[src/rtl/alarm_pkg.sv]
`default_nettype none
// ============================================================================
// Module   : alarm_pkg
// Brief    : Shared types, limits and the hh:mm validity check for the clock.
// Revision : 1.0 - initial release
// ============================================================================
package alarm_pkg;

  typedef enum logic [1:0] {
    IDLE    = 2'd0,
    RINGING = 2'd1,
    SNOOZED = 2'd2
  } state_t;

  localparam int HOUR_MAX = 23;
  localparam int MIN_MAX  = 59;
  localparam int SEC_MAX  = 59;

  typedef struct packed {
    logic [1:0] hour1;
    logic [3:0] hour0;
    logic [3:0] min1;
    logic [3:0] min0;
  } bcd_time_t;

  // Digits must be legal BCD and the resulting hh:mm must be a real time of day.
  function automatic logic time_valid(bcd_time_t t);
    int hours;
    int minutes;
    hours   = int'(t.hour1) * 10 + int'(t.hour0);
    minutes = int'(t.min1) * 10 + int'(t.min0);
    return (t.hour0 <= 4'd9) && (t.min0 <= 4'd9) && (t.min1 <= 4'd5) &&
           (hours <= HOUR_MAX) && (minutes <= MIN_MAX);
  endfunction

endpackage
`default_nettype wire

[src/rtl/multi_alarm_clock_if.sv]
`default_nettype none
// ============================================================================
// Module   : multi_alarm_clock_if
// Brief    : Control/status bundle between the board logic and the alarm clock.
// Revision : 1.0 - initial release
// ============================================================================
interface multi_alarm_clock_if #(
  parameter int NUM_ALARMS = 4,
  parameter int MAX_SNOOZE = 3
);
  localparam int SEL_W = (NUM_ALARMS > 1) ? $clog2(NUM_ALARMS) : 1;
  localparam int CNT_W = ($clog2(MAX_SNOOZE + 1) > 2) ? $clog2(MAX_SNOOZE + 1) : 2;

  logic [1:0]       hour_in1;
  logic [3:0]       hour_in0;
  logic [3:0]       minute_in1;
  logic [3:0]       minute_in0;
  logic             load_time;
  logic             load_alarm;
  logic [SEL_W-1:0] alarm_sel;
  logic             alarm_en_in;
  logic             snooze;
  logic             stop_alarm;
  logic             alarm;
  logic [SEL_W-1:0] ringing_slot;
  logic             snoozing;
  logic [CNT_W-1:0] snooze_count;
  logic [1:0]       hour_out1;
  logic [3:0]       hour_out0;
  logic [3:0]       minute_out1;
  logic [3:0]       minute_out0;
  logic [5:0]       seconds;

  modport master (
    output hour_in1, hour_in0, minute_in1, minute_in0, load_time, load_alarm,
           alarm_sel, alarm_en_in, snooze, stop_alarm,
    input  alarm, ringing_slot, snoozing, snooze_count,
           hour_out1, hour_out0, minute_out1, minute_out0, seconds
  );

  modport slave (
    input  hour_in1, hour_in0, minute_in1, minute_in0, load_time, load_alarm,
           alarm_sel, alarm_en_in, snooze, stop_alarm,
    output alarm, ringing_slot, snoozing, snooze_count,
           hour_out1, hour_out0, minute_out1, minute_out0, seconds
  );
endinterface
`default_nettype wire

[src/rtl/bcd_time_counter.sv]
`default_nettype none
// ============================================================================
// Module   : bcd_time_counter
// Brief    : BCD hh:mm plus binary seconds time-of-day counter with time load.
// Revision : 1.0 - initial release
// ============================================================================
module bcd_time_counter
  import alarm_pkg::*;
(
  input  wire logic      clock_1s,
  input  wire logic      reset,
  input  wire logic      i_load,
  input  wire bcd_time_t i_time,
  output bcd_time_t      o_time,
  output logic [5:0]     o_seconds
);

  bcd_time_t  r_time;
  logic [5:0] r_sec;

  always_ff @(posedge clock_1s or posedge reset) begin
    if (reset) begin
      r_time <= '0;
      r_sec  <= '0;
    end else if (i_load && time_valid(i_time)) begin
      r_time <= i_time;
      r_sec  <= '0;
    end else if (r_sec == 6'(SEC_MAX)) begin
      r_sec <= '0;
      if (r_time.min0 == 4'd9) begin
        r_time.min0 <= 4'd0;
        if (r_time.min1 == 4'd5) begin
          r_time.min1 <= 4'd0;
          // 23 -> 00 rollover, otherwise ordinary BCD increment of the hour
          if (r_time.hour1 == 2'd2 && r_time.hour0 == 4'd3) begin
            r_time.hour1 <= 2'd0;
            r_time.hour0 <= 4'd0;
          end else if (r_time.hour0 == 4'd9) begin
            r_time.hour1 <= r_time.hour1 + 2'd1;
            r_time.hour0 <= 4'd0;
          end else begin
            r_time.hour0 <= r_time.hour0 + 4'd1;
          end
        end else begin
          r_time.min1 <= r_time.min1 + 4'd1;
        end
      end else begin
        r_time.min0 <= r_time.min0 + 4'd1;
      end
    end else begin
      r_sec <= r_sec + 6'd1;
    end
  end

  assign o_time    = r_time;
  assign o_seconds = r_sec;

endmodule
`default_nettype wire

[src/rtl/multi_alarm_clock.sv]
`default_nettype none
// ============================================================================
// Module   : multi_alarm_clock
// Brief    : 24 h clock with NUM_ALARMS alarm slots and ring/snooze/stop control.
// Revision : 1.0 - initial release
// ============================================================================
module multi_alarm_clock
  import alarm_pkg::*;
#(
  parameter int NUM_ALARMS = 4,
  parameter int SNOOZE_MIN = 5,
  parameter int MAX_SNOOZE = 3,
  parameter int RING_MAX_S = 60
) (
  input wire logic              clock_1s,
  input wire logic              reset,
  multi_alarm_clock_if.slave    bus
);

  localparam int SEL_W  = (NUM_ALARMS > 1) ? $clog2(NUM_ALARMS) : 1;
  localparam int CNT_W  = ($clog2(MAX_SNOOZE + 1) > 2) ? $clog2(MAX_SNOOZE + 1) : 2;
  localparam int SNZ_W  = $clog2(59 * 60 + 1);
  localparam int RING_W = $clog2(RING_MAX_S + 1);

  bcd_time_t       w_load;
  bcd_time_t       w_now;
  logic [5:0]      w_seconds;
  logic            w_sel_ok;
  logic            w_slot_wr;
  logic            w_cancel;
  logic            w_match;
  logic [SEL_W-1:0] w_match_idx;

  bcd_time_t       r_slot_time [NUM_ALARMS];
  logic [NUM_ALARMS-1:0] r_slot_en;

  state_t          r_state;
  logic [SNZ_W-1:0]  r_snz_timer;
  logic [RING_W-1:0] r_ring_cnt;
  logic            r_alarm;
  logic            r_snoozing;
  logic [CNT_W-1:0] r_snooze_count;
  logic [SEL_W-1:0] r_ringing_slot;

  assign w_load = '{hour1: bus.hour_in1, hour0: bus.hour_in0,
                    min1:  bus.minute_in1, min0: bus.minute_in0};

  bcd_time_counter u_time (
    .clock_1s  (clock_1s),
    .reset     (reset),
    .i_load    (bus.load_time),
    .i_time    (w_load),
    .o_time    (w_now),
    .o_seconds (w_seconds)
  );

  assign w_sel_ok  = (int'(bus.alarm_sel) < NUM_ALARMS);
  assign w_slot_wr = bus.load_alarm && w_sel_ok && time_valid(w_load);
  // Rewriting the slot that owns the live event abandons that event.
  assign w_cancel  = w_slot_wr && (bus.alarm_sel == r_ringing_slot) && (r_state != IDLE);

  always_ff @(posedge clock_1s or posedge reset) begin
    if (reset) begin
      for (int k = 0; k < NUM_ALARMS; k++) begin
        r_slot_time[k] <= '0;
      end
      r_slot_en <= '0;
    end else if (w_slot_wr) begin
      r_slot_time[bus.alarm_sel] <= w_load;
      r_slot_en[bus.alarm_sel]   <= bus.alarm_en_in;
    end
  end

  // Descending scan so the lowest matching index is the one left standing.
  always_comb begin
    w_match     = 1'b0;
    w_match_idx = '0;
    for (int k = NUM_ALARMS - 1; k >= 0; k--) begin
      if (r_slot_en[k] && (r_slot_time[k] == w_now) && (w_seconds == 6'd0) && !bus.load_time) begin
        w_match     = 1'b1;
        w_match_idx = SEL_W'(k);
      end
    end
  end

  always_ff @(posedge clock_1s or posedge reset) begin
    if (reset) begin
      r_state        <= IDLE;
      r_snz_timer    <= '0;
      r_ring_cnt     <= '0;
      r_alarm        <= 1'b0;
      r_snoozing     <= 1'b0;
      r_snooze_count <= '0;
      r_ringing_slot <= '0;
    end else begin
      case (r_state)
        IDLE: begin
          if (w_match) begin
            r_state        <= RINGING;
            r_alarm        <= 1'b1;
            r_ringing_slot <= w_match_idx;
            r_ring_cnt     <= '0;
            r_snooze_count <= '0;
          end
        end
        RINGING: begin
          if (w_cancel || bus.stop_alarm) begin
            r_state <= IDLE;
            r_alarm <= 1'b0;
          end else if (bus.snooze) begin
            r_alarm <= 1'b0;
            if (r_snooze_count < CNT_W'(MAX_SNOOZE)) begin
              r_state        <= SNOOZED;
              r_snoozing     <= 1'b1;
              r_snz_timer    <= SNZ_W'(SNOOZE_MIN * 60 - 1);
              r_snooze_count <= r_snooze_count + 1'b1;
            end else begin
              r_state <= IDLE;
            end
          end else if (r_ring_cnt == RING_W'(RING_MAX_S - 1)) begin
            r_state <= IDLE;
            r_alarm <= 1'b0;
          end else begin
            r_ring_cnt <= r_ring_cnt + 1'b1;
          end
        end
        SNOOZED: begin
          if (w_cancel || bus.stop_alarm) begin
            r_state    <= IDLE;
            r_snoozing <= 1'b0;
          end else if (r_snz_timer == '0) begin
            r_state    <= RINGING;
            r_alarm    <= 1'b1;
            r_snoozing <= 1'b0;
            r_ring_cnt <= '0;
          end else begin
            r_snz_timer <= r_snz_timer - 1'b1;
          end
        end
        default: begin
          r_state    <= IDLE;
          r_alarm    <= 1'b0;
          r_snoozing <= 1'b0;
        end
      endcase
    end
  end

  assign bus.alarm        = r_alarm;
  assign bus.snoozing     = r_snoozing;
  assign bus.snooze_count = r_snooze_count;
  assign bus.ringing_slot = r_ringing_slot;
  assign bus.hour_out1    = w_now.hour1;
  assign bus.hour_out0    = w_now.hour0;
  assign bus.minute_out1  = w_now.min1;
  assign bus.minute_out0  = w_now.min0;
  assign bus.seconds      = w_seconds;

endmodule
`default_nettype wire

[src/flat_wrapper.sv]
// flat-port wrapper written by rule: the top's interface ports become plain ports
module multi_alarm_clock_flat import alarm_pkg::*;
#(
  parameter int NUM_ALARMS = 4,
  parameter int SNOOZE_MIN = 5,
  parameter int MAX_SNOOZE = 3,
  parameter int RING_MAX_S = 60
)
  (clock_1s, reset, bus_hour_in1, bus_hour_in0, bus_minute_in1, bus_minute_in0, bus_load_time, bus_load_alarm, bus_alarm_sel, bus_alarm_en_in, bus_snooze, bus_stop_alarm, bus_alarm, bus_ringing_slot, bus_snoozing, bus_snooze_count, bus_hour_out1, bus_hour_out0, bus_minute_out1, bus_minute_out0, bus_seconds);
  multi_alarm_clock_if #(.NUM_ALARMS(NUM_ALARMS), .MAX_SNOOZE(MAX_SNOOZE)) bus_i ();
  input wire logic clock_1s;
  input wire logic reset;
  input wire logic [$bits(bus_i.hour_in1)-1:0] bus_hour_in1;
  input wire logic [$bits(bus_i.hour_in0)-1:0] bus_hour_in0;
  input wire logic [$bits(bus_i.minute_in1)-1:0] bus_minute_in1;
  input wire logic [$bits(bus_i.minute_in0)-1:0] bus_minute_in0;
  input wire logic [$bits(bus_i.load_time)-1:0] bus_load_time;
  input wire logic [$bits(bus_i.load_alarm)-1:0] bus_load_alarm;
  input wire logic [$bits(bus_i.alarm_sel)-1:0] bus_alarm_sel;
  input wire logic [$bits(bus_i.alarm_en_in)-1:0] bus_alarm_en_in;
  input wire logic [$bits(bus_i.snooze)-1:0] bus_snooze;
  input wire logic [$bits(bus_i.stop_alarm)-1:0] bus_stop_alarm;
  output wire logic [$bits(bus_i.alarm)-1:0] bus_alarm;
  output wire logic [$bits(bus_i.ringing_slot)-1:0] bus_ringing_slot;
  output wire logic [$bits(bus_i.snoozing)-1:0] bus_snoozing;
  output wire logic [$bits(bus_i.snooze_count)-1:0] bus_snooze_count;
  output wire logic [$bits(bus_i.hour_out1)-1:0] bus_hour_out1;
  output wire logic [$bits(bus_i.hour_out0)-1:0] bus_hour_out0;
  output wire logic [$bits(bus_i.minute_out1)-1:0] bus_minute_out1;
  output wire logic [$bits(bus_i.minute_out0)-1:0] bus_minute_out0;
  output wire logic [$bits(bus_i.seconds)-1:0] bus_seconds;
  assign bus_i.hour_in1 = bus_hour_in1;
  assign bus_i.hour_in0 = bus_hour_in0;
  assign bus_i.minute_in1 = bus_minute_in1;
  assign bus_i.minute_in0 = bus_minute_in0;
  assign bus_i.load_time = bus_load_time;
  assign bus_i.load_alarm = bus_load_alarm;
  assign bus_i.alarm_sel = bus_alarm_sel;
  assign bus_i.alarm_en_in = bus_alarm_en_in;
  assign bus_i.snooze = bus_snooze;
  assign bus_i.stop_alarm = bus_stop_alarm;
  assign bus_alarm = bus_i.alarm;
  assign bus_ringing_slot = bus_i.ringing_slot;
  assign bus_snoozing = bus_i.snoozing;
  assign bus_snooze_count = bus_i.snooze_count;
  assign bus_hour_out1 = bus_i.hour_out1;
  assign bus_hour_out0 = bus_i.hour_out0;
  assign bus_minute_out1 = bus_i.minute_out1;
  assign bus_minute_out0 = bus_i.minute_out0;
  assign bus_seconds = bus_i.seconds;
  multi_alarm_clock #(.NUM_ALARMS(NUM_ALARMS), .SNOOZE_MIN(SNOOZE_MIN), .MAX_SNOOZE(MAX_SNOOZE), .RING_MAX_S(RING_MAX_S)) u_core (.clock_1s(clock_1s), .reset(reset), .bus(bus_i));
endmodule
[config.mk]
export PLATFORM = sky130hd
export DESIGN_NAME = multi_alarm_clock_flat
export DESIGN_NICKNAME = d
export VERILOG_FILES = /design/src/rtl/alarm_pkg.sv /design/src/rtl/multi_alarm_clock_if.sv /design/src/rtl/bcd_time_counter.sv /design/src/rtl/multi_alarm_clock.sv /design/src/flat_wrapper.sv
export SDC_FILE = /design/constraint.sdc
export NUM_CORES = 1
export LEC_CHECK = 0
export CAP_MARGIN = 15
export CORE_ASPECT_RATIO = 0.5
export CORE_MARGIN = 2
export CORE_UTILIZATION = 31
export DETAILED_ROUTE_END_ITERATION = 7
export SLEW_MARGIN = 0
export SYNTH_ARGS = -nofsm -noshare
export SYNTH_HDL_FRONTEND = slang
export SYNTH_SLANG_ARGS = --single-unit
[constraint.sdc]
create_clock -name clock_1s -period 4.1 [get_ports clock_1s]
set_clock_uncertainty 0.15 [all_clocks]
set_input_delay 0.615 -clock clock_1s [delete_from_list [all_inputs] [get_ports clock_1s]]
set_output_delay 0.615 -clock clock_1s [all_outputs]
set_load 0.005 [all_outputs]
=== After elaboration in Yosys (flattened, before gate mapping) ===
Index checks and enable logic that the tools add are counted.
Widths: inputs -> output; s select.

* Magnitude comparators: 10
* Eq/ne operators: 25
* Bitwise gates (word level): 2
* Muxes and demuxes: 64
* Add/subtract/negate cells: 10
* Reduce and logical (&&, ||, !) cells: 46
* Multipliers: 2

{| class="wikitable"
|+ Operators by type and width
! kind !! count
|-
| $add 32x5->32 || 2
|-
| $mux 12 || 5
|-
| $mux 6 || 10
|-
| $bwmux 56 || 1
|-
| $eq 14x14->1 || 4
|-
| $mux 14 || 3
|-
| $le 32x6->1 const B || 1
|-
| $le 32x7->1 const B || 1
|-
| $mux 2 || 16
|-
| $demux 14 s2 || 1
|-
| $pmux 12 s2 || 1
|-
| $logic_and 1x1->1 || 23
|-
| $pmux 6 s3 || 1
|-
| $mux 1 || 16
|-
| $add 4x1->4 const B || 3
|-
| $add 6x1->6 const B || 2
|-
| $eq 6x6->1 const B || 2
|-
| $logic_not 12->1 || 1
|-
| $mux 4 || 3
|-
| $ne 2x2->1 const B || 6
|-
| $reduce_bool 2->1 || 6
|-
| $sub 12x1->12 const B || 1
|-
| $mux 10 || 1
|-
| $reduce_and 5->1 || 2
|-
| other kinds (36) || 47
|}

* Register bits: 106
* Logic and storage cells: 188
* Bits of input ports: 23
* Output and inout bits: 26

=== Longest topological paths before layout ===
Gate-level depths: netlist of the first run.

* Depth in word-level cells: 11
* Depth in mapped cells: 11

=== Modules after synthesis ===
Synthesis of the first run repeated with hierarchy kept, for this count alone.

* Cells, all modules: 555
* Area, all modules: 6221.0 um^2

{| class="wikitable"
|+ By module, submodules not included
! module !! instances !! area each (um^2) !! cells each
|-
| multi_alarm_clock || 1 || 4664.5 || 404
|-
| bcd_time_counter || 1 || 1556.5 || 151
|}

=== Least setup slack after synthesis of the first run ===
Ideal clock, no wire load.

* Kind: input to register
* Start: input port bus_minute_in1[1]
* End: register u_core.r_slot_time[42] (netlist name)
* Path slack: 265 ps
* Library setup time: 128 ps
* Arrival: 3558 ps
* Required time: 3822 ps
* Cell stages on the path: 11
* Cells stage by stage: ha_1 -> ha_1 -> fa_1 -> nor4bb_1 -> a41oi_1 -> o22a_1 -> a21oi_2 -> nand2_1 -> nor3_2 -> buf_2 -> mux2_1

* Word-level cells in the longest chain between the ends: 5
* Elaborated cells on any way between the ends: 8

{| class="wikitable"
|+ RTL lines
! item !! RTL line !! text
|-
| start: declaration || flat_wrapper.sv:15 || <nowiki>input wire logic [$bits(bus_i.minute_in1)-1:0] bus_minute_in1;</nowiki>
|-
| $mul 4x3->7 / $le 4x3->1 (equally long branches) || alarm_pkg.sv:31, alarm_pkg.sv:32 ||
|-
| $add 32x5->32 / $logic_and 1x1->1 (equally long branches) || alarm_pkg.sv:31, alarm_pkg.sv:32 ||
|-
| $le 32x7->1 / $logic_and 1x1->1 (equally long branches) || alarm_pkg.sv:33, alarm_pkg.sv:32 ||
|-
| $logic_and 1x1->1 (*) || alarm_pkg.sv:33 || <nowiki>(hours <= HOUR_MAX) && (minutes <= MIN_MAX);</nowiki>
|-
| $logic_and 1x1->1 (*) || multi_alarm_clock.sv:58 || <nowiki>assign w_slot_wr = bus.load_alarm && w_sel_ok && time_valid(w_load);</nowiki>
|-
| end signal: indexed assignment || multi_alarm_clock.sv:69 || <nowiki>r_slot_time[bus.alarm_sel] <= w_load;</nowiki>
|-
| end: declaration || multi_alarm_clock.sv:34 || <nowiki>bcd_time_t r_slot_time [NUM_ALARMS];</nowiki>
|}

Mark *: on every way between the ends. The rest lies on a longest branch, timed or not.
A chain may end at the register's enable or synchronous reset.

=== Worst setup path in the final report of the first run ===
* Start: input port bus_minute_in1[1]
* End: register u_core.r_slot_time[51] (netlist name)

Same word-level chain as after synthesis.

==> results of run 1 <==
[logic make-up after synthesis]
kind of cell    synth area share
xor+xnor                  0.1193
compound gates           0.08777
mux                       0.1129
fa+ha+maj                0.04857
simple gates              0.1519
buf+inv                  0.02791
flops                     0.4516
[synthesized netlist by cell type (all sizes together) (4+ instances only)]
cell    instances
nand4b          4
nor3b           4
a21o            6
nor4           13
clkbuf         20
a31oi           5
ha             18
nand3          11
mux2           58
dfrtp         106
nor2b           7
and2            4
nand4          14
nand2          18
o21ai          14
o21a            6
a31o            4
nor3           20
buf             6
nor2           43
xor2           40
xnor2          40
inv            15
a21oi          24
[power by group through the flow]
stage	Clock, uW	Sequential [uW]	Combinational, uW
after global placement	0	1600	933
after CTS	849	1580	954
after global routing	897	1620	1040
final	827	1580	942
after detailed placement	0	1600	948
after floorplan	0	1380	741
[path summary, 6_finish.rpt]
path | from | endpoint | slack (ps)
worst min register to register | u_core.r_slot_en[1] | u_core.r_slot_en[1] | 350
worst min-delay path | u_core.r_slot_en[1] | u_core.r_slot_en[1] | 350
max in group asynchronous | reset | u_core.r_slot_time[8] | 2590
worst max-delay path | bus_minute_in1[1] | u_core.r_slot_time[51] | 190
worst max register to register | u_core.u_time.o_seconds[0] | u_core.u_time.o_time[10] | 1040
min in group asynchronous | reset | u_core.r_snz_timer[11] | 430
[per-layer routing]
layer	vias up	part of all wire	track usage	wire length, um
met5	-	0	0	0
met3	7	0.045	0.02864	650
met2	69	0.46	0.2474	6720
met1	2133	0.48	0.2167	7016
li1	2048	-	-	-
met4	0	0.0089	0.03559	129
[per-stage QoR]
step	std cells	instance area, um^2	hold WS, ps	utilization	setup slack, ps
6_report	868	7107	354.4	0.3846	190.6
5_1_grt	868	7107	375.2	0.3846	28.70
4_1_cts	868	7107	350.4	0.3846	208.3
3_5_place_dp	852	6828	331.7	0.3695	-157.7
3_3_place_gp	852	6828	322.3	0.3695	-73.04
2_1_floorplan	542	5873	307.7	-	264.9
[final cells by class]
type	count	area share
clock buffer	9	0.03169
sequential	106	0.3732
multi-input combinational	395	0.4301
clock inverter	7	0.007570
timing repair buffer	77	0.1035
tap	259	0.04560
inverter	15	0.008275
[worst max-delay path: stages]
cell and delay [ps]:
clkdlybuf4s50_1 420, ha_1 310, ha_1 230, fa_1 520, nor4bb_1 360, a41oi_1 170
o22a_1 260, a21oi_2 270, nand2_1 100, nor3_2 180, buf_12 190, mux2_1 340
[state kept, by name (all words and copies together) (netlist names)]
name                     cells
u_core.r_state               2
u_core.bus.snooze_count      2
u_core.r_ring_cnt            6
u_core.u_time.o_seconds      6
u_core.bus.snoozing          1
u_core.r_slot_en             4
u_core.bus.ringing_slot      2
u_core.r_snz_timer          12
u_core.r_slot_time          56
u_core.bus.alarm             1
u_core.u_time.o_time        14
==> results.toml, run 1 <==
[status]
outcome = "finished clean"

[drt]
viasPerCell = 4.904
vias = 4257
firstDrtPassIters = 4
ant_nets = 0
drc = 0
post_drt_wl_per_cell_um = 16.72
drtIter0Drc = 282
routed_wl_mm = 14.52

[sta]
setup_violations = 0
fin_crit_sh = 0.9535
slew_viol_final = 0
fmax_ghz = 0.2558
hold_viol = 0
tns_ps = 0
post-route-min-period_ps = 3909
slew_headroom = 0.4591
rsz0062_at_grt = "no"
tightest_slew_ps = 800.5

[logic_synthesis]
synth_edf_count = 0
avgSynthCellArea_um2 = 10.84
synthArstFlopShare = 1.000
synth_cell_types = 61
syn_nets = 586
synth_area_um2 = 5873
synth_area_leader_cell = "dfrtp_1"
synth_top_area_share = 0.4516
synth.area.top_cells = "dfrtp_1 (45%), mux2_1 (8.8%), xnor2_1 (6.0%), xor2_1 (6.0%), ha_1 (3.8%)"
synth_cells = 542
ys_ff_latch = 106
ys_seq_area_frac = 0.4516
yosysWarnings = 0
synthFlopType = "dfrtp_1"

[finish]
drive_gt1_frac = 0.1117
fill_cells = 1852
num_antenna_cells = 0
area_growth_pct = 21.01
layout_commonest_cell = "dfrtp_1"
multi_input_area_um2 = 3057
seq_area_um2 = 2653
final_cell_mix = "dfrtp_1 (106), clkdlybuf4s50_1 (48), mux2_1 (46)"
fin_nets = 648

[clock_tree]
clock_latency_ps = 350
cts_max_path_buffers = 2
cts_buffers = 9
hold_buffers = 0
cts_tree = "yes"
clkTransAtPathRegs_ps = 70
cts.repair.resized = 0
cts_setup_buffers = 0
htreeDepth = 3
clockRootBuffer = "clkbuf_16"
numClockSinks = 106

[global_route]
grtUsageTotal = 0.1539
grt-ovfl-total = 0
grt_max_degree = 87
grt_pass1_wl_mm = 23.87
antenna_found_initial = 0
grt_pass1_vias = 4305

[critical_path]
cp-end-kind = "register"
reg2reg_depth = 7
startpoint_type = "input port"
critical_path_class = "input port to register"
crit_fanout = 15
worstPathArrival_ps = 3990
required_ps = 4180

[power_and_ir_drop]
report.power.total_uw = 3346
seqPwrFrac = 0.471
pwr-share-comb = 0.281
power.net_switching_uw = 1148
clkPwrFrac = 0.247
switching_share = 0.3431
total_leakage_power_uw = 0.003207
intPower_uw = 2198
ir_worst_vdd_uv = 211.5
p_per_area_nw_per_um2 = 470.8

[die]
ios = 49
die_w_um = 198.7
die_y_um = 101.3
rows = 35
coreArea_um2 = 18480
dieArea_um2 = 20130
start_util = 0.3178

[placed_design]
gp_congestion = 0.8097
dp_hpwl_mm = 10.62
io_buffers = 48

[min_path]
hold_class = "register to register"
hold_depth = 1

[job]
timing.max_cap.violations = 0
Power figures use the tool's default switching activity.
==> run 2: changes to the inputs <==
ABC_CLOCK_PERIOD_IN_PS = 4100   (was unset)
CORE_UTILIZATION = 50   (was 31)
PLACE_DENSITY = 0.7   (was unset)
==> run 2 against run 1 <==
  * Worst setup slack gained 13 ps
  * Sequential power is essentially flat
  * Design area fell by 1.2%
  * Non-clock buffer count is 1 lower
  * Sequential share of layout area grew 0.45 points
  * Flip-flop and latch count unchanged
  * Count of clock-buffer cells in the layout increased by 1
  * Largest cell class unchanged
  * Largest power group unchanged
==> results.toml, run 2 (synthesized netlist as in run 1, its figures left out) <==
[global_route]
grt_pass1_vias = 4006
antenna_found_initial = 0
grtUsageTotal = 0.2280
grt-ovfl-total = 0
grt_pass1_wl_mm = 21.67
grt_max_degree = 79

[min_path]
hold_class = "register to register"
hold_depth = 1

[clock_tree]
htreeDepth = 3
hold_buffers = 0
cts_tree = "yes"
cts_max_path_buffers = 2
clockRootBuffer = "clkbuf_16"
numClockSinks = 106
cts_buffers = 9
clkTransAtPathRegs_ps = 70
clock_latency_ps = 350

[critical_path]
reg2reg_depth = 7
startpoint_type = "input port"
cp-end-kind = "register"
worstPathArrival_ps = 4020
crit_fanout = 14
critical_path_class = "input port to register"
required_ps = 4220

[sta]
fin_ws_ps = 204.0
hold_viol = 0
slew_headroom = 0.6126
setup_violations = 0
fin_crit_sh = 0.9502
post-route-min-period_ps = 3896
fmax_ghz = 0.2567
tightest_slew_ps = 578.6
slew_viol_final = 0
rsz0062_at_grt = "no"

[finish]
fill_cells = 913
num_antenna_cells = 0
multi_input_area_um2 = 3084
seq_area_um2 = 2653
layout_commonest_cell = "dfrtp_1"
drive_gt1_frac = 0.1135
largest_reg_flops = 56
area_growth_pct = 19.58
fin_nets = 647
max_flop_register = "u_core.r_slot_time"
final_cell_mix = "dfrtp_1 (106), clkdlybuf4s50_1 (48), mux2_1 (46)"

[power_and_ir_drop]
power.net_switching_uw = 1113
p_per_area_nw_per_um2 = 483.5
total_leakage_power_uw = 0.003217
pwr-share-comb = 0.269
ir_worst_vdd_uv = 205.7
seqPwrFrac = 0.466
switching_share = 0.3277
report.power.total_uw = 3396
intPower_uw = 2283
clkPwrFrac = 0.265

[die]
dieArea_um2 = 12680
die_y_um = 80.64
start_util = 0.5237
coreArea_um2 = 11220
ios = 49
die_w_um = 157.3
rows = 27

[status]
outcome = "finished clean"

[placed_design]
io_buffers = 48
dp_hpwl_mm = 9.595
gp_congestion = 0.8311
preCtsSetupSlack_ps = -292.7

[drt]
vias = 4270
post_drt_wl_per_cell_um = 17.30
drc = 0
viasPerCell = 5.567
routed_wl_mm = 13.27
ant_nets = 0
firstDrtPassIters = 4
drtIter0Drc = 253

[job]
timing.max_cap.violations = 0
run 2: layer usage:
metal,track usage,wire length (um),up-vias
li1,-,-,2048
met1,0.3325,6360,2130
met2,0.3511,6080,88
met3,0.04479,747,4
met5,0,0,-
met4,0.05364,79,0
run 2: critical path: stages:
cell             delay (ps)
clkdlybuf4s50_1         430
ha_1                    310
ha_1                    230
fa_1                    550
nor4bb_4                340
a41oi_1                 140
o22a_1                  270
a211oi_2                310
buf_4                   260
nor2_1                  120
mux2_1                  320
a21oi_1                 120
run 2: power groups by stage:
stage | clock network (uW) | logic [uW] | registers [uW]
6_report | 899 | 915 | 1580
5_1_grt | 969 | 1010 | 1620
4_1_cts | 922 | 922 | 1580
3_5_place_dp | 0 | 914 | 1600
3_3_place_gp | 0 | 899 | 1590
2_1_floorplan | 0 | 741 | 1380
run 2: final timing paths:
check	end	startpoint	slack [ps]
setup / recovery	u_core.bus.alarm	bus_minute_in1[1]	200
hold / removal	u_core.bus.snoozing	u_core.bus.snoozing	340
setup reg to reg	u_core.u_time.o_time[10]	u_core.u_time.o_seconds[0]	1100
hold reg to reg	u_core.bus.snoozing	u_core.bus.snoozing	340
max in group asynchronous	u_core.r_slot_time[38]	reset	2590
min in group asynchronous	u_core.bus.alarm	reset	470
run 2: per-stage QoR:
step	hold slack, ps	util	std cells	TNS [ps]	cell area, um^2
5_1_grt	370.5	0.6262	767	0	7023
4_1_cts	352.3	0.6237	767	0	6995
3_5_place_dp	322.9	0.5958	751	-10630	6683
6_report	344.0	0.6262	767	0	7023
2_1_floorplan	307.7	-	542	0	5873
3_3_place_gp	331.3	0.5958	751	-3340	6683
run 2: repair_timing:
item,4_1_cts,5_1_grt
endpoints found under the setup margin,0,31
setup buffers,0,0
resized for setup,0,4
run 2: layout make-up:
cell class              count  share of cell area
clock buffers              10             0.03403
clock inverters             6             0.01051
inverters                  15            0.008373
multi-input cells         395              0.4392
flip-flops and latches    106              0.3777
well taps                 159             0.02833
repair buffers             76              0.1019
==> run 3: changes to the inputs <==
CORE_MARGIN = 1   (was 2)
RECOVER_POWER = 50   (was unset)
==> run 3 against run 2 <==
  * The run now ends with max-capacitance violations, max-slew violations left
  * Count of clock-buffer cells in the layout grew 1
  * Register-to-register slack is essentially flat
  * Utilization hardly changed
  * Flip-flop and latch count is the same
  * Combinational power decreased by 1%
  * First-iteration DRC count grew 13%
  * Worst hold slack worse by 14 ps
  * Non-clock buffer count increased by 1
  * Largest power group unchanged
==> results.toml, run 3 (synthesized netlist as in run 1, its figures left out) <==
[placed_design]
dp_hpwl_mm = 9.615
io_buffers = 48
preCtsSetupSlack_ps = -216.8
gp_congestion = 0.8157
place_inst = 751

[critical_path]
cp-end-kind = "register"
reg2reg_depth = 10
rr_startpoint = "u_core.u_time.o_seconds[0]"
cp_common_cell = "ha_1"
worstPathArrival_ps = 3990
slowest_stage = "fa_1"
crit_path_start = "bus_minute_in1[1]"
path_buf_inv = 2
r2r-end = "u_core.r_ring_cnt[0]"
slowest_delay_ps = 530
r2r_slack_ps = 1090
required_ps = 4190
critical_path_class = "input port to register"
startpoint_type = "input port"
crit_fanout = 15
path_delay_family = "adder cells"
critical_path.cell_chain = "clkdlybuf4s50_1 > ha_1 > ha_1 > fa_1 > nor4bb_2 > a41oi_1 > o22a_1 > a21oi_2 > nand2_1 > nor3_2 > buf_12 > mux2_1"

[die]
ios = 49
die_w_um = 155.3
dieArea_um2 = 12210
die_y_um = 78.64
start_util = 0.5237
rows = 27
coreArea_um2 = 11220

[finish]
layout_commonest_cell = "dfrtp_1"
largest_reg_flops = 56
fin_nets = 648
num_antenna_cells = 0
instances_no_fill = 768
final_cell_mix = "dfrtp_1 (106), mux2_1 (46), nor2_1 (42)"
area_growth_pct = 19.62
drive_gt1_frac = 0.1117
max_flop_register = "u_core.r_slot_time"

[global_route]
gr-usage-met2 = 0.3797
grt-ovfl-total = 0
antenna_found_initial = 0
grt_max_degree = 66
met1_usage = 0.3355
busiest_layer = "met2"
grt_pass1_wl_mm = 22.11
use_met3 = 0.05798
grtUsageTotal = 0.2409
grt_pass1_vias = 4211

[sta]
tns_ps = 0
hold_viol = 0
post-route-min-period_ps = 3901
setup_violations = 0
fmax_ghz = 0.2563
tightest_slew_ps = 2538
fin_crit_sh = 0.9516
fin_ws_ps = 198.6
slew_headroom = -0.6939
slew_viol_final = 65

[power_and_ir_drop]
pwr-share-comb = 0.266
total_leakage_power_uw = 0.003252
p_per_area_nw_per_um2 = 486.0
switching_share = 0.3300
power.net_switching_uw = 1127
ir_worst_vdd_uv = 220.9
intPower_uw = 2287
seqPwrFrac = 0.466
report.power.total_uw = 3414
clkPwrFrac = 0.268

[drt]
vias = 4321
viasPerCell = 5.626
firstDrtPassIters = 5
ant_nets = 0
drc = 0
routed_wl_mm = 13.42
drtIter0Drc = 285
post_drt_wl_per_cell_um = 17.47

[min_path]
hold_class = "register to register"
min_to = "u_core.bus.snoozing"
hold_depth = 1
hold_start = "u_core.bus.snoozing"

[clock_tree]
clkTransAtPathRegs_ps = 70
clock_latency_ps = 350
cts_max_path_buffers = 2
hold_buffers = 0
clockRootBuffer = "clkbuf_16"
htreeDepth = 3
cts_tree = "yes"
cts_buffers = 9
numClockSinks = 106

[status]
violations = "max-capacitance violations, max-slew violations"
outcome = "finished, violations left"

[job]
timing.max_cap.violations = 1
run 3: cell types whose count changed in the layout (fill, tap and decap cells not counted), sizes merged:
cell / delta
clkdlybuf4s50: -14
dlygate4sd3: +14
buf: +1
clkbuf: +1
clkinvlp: -1
run 3: metal layers:
metal  vias up  wire, um
li1       2059         -
met1      2156      6389
met2        93      6061
met3        13       786
met4         0       178
met5         -         0
run 3: how the worst max path moves through the flow:
stage | to | slack [ps] | depth (start not counted)
3_3_place_gp | u_core.bus.snooze_count[0] | -110 | 11
4_1_cts | u_core.r_slot_time[48] | 180 | 12
3_5_place_dp | u_core.bus.snooze_count[0] | -220 | 11
5_1_grt | u_core.r_slot_en[0] | -20 | 12
6_report | u_core.r_slot_time[48] | 200 | 12
2_1_floorplan | u_core.r_slot_time[42] | 260 | 11
run 3: what timing repair did:
action | CTS | global route
buffers inserted | 0 | 0
resized for setup | 0 | 1
setup endpoints to repair | 0 | 14
run 3: power groups by stage:
| stage | combinational (uW) | sequential (uW) | clock, uW |
|---|---|---|---|
| floorplan | 741 | 1380 | 0 |
| global placement | 897 | 1600 | 0 |
| detailed placement | 918 | 1610 | 0 |
| CTS | 926 | 1590 | 935 |
| global route | 1010 | 1620 | 976 |
| finish | 906 | 1590 | 917 |
run 3: layout make-up:
cell class              instances  area [um^2]
clock buffers                  11        252.7
clock inverters                 5        68.82
fillers                       935         4190
inverters                      15        56.30
multi-input cells             395         3063
flip-flops and latches        106         2653
well taps                     159        198.9
repair buffers                 77        733.2
run 3: stage by stage:
step                hold slack, ps  cell area [um^2]  utilization
finish                       330.4              7025       0.6264
global route                 351.3              7025       0.6264
CTS                          340.0              7017       0.6256
detailed placement           319.4              6695       0.5969
global placement             313.6              6695       0.5969
floorplan                    307.7              5873            -
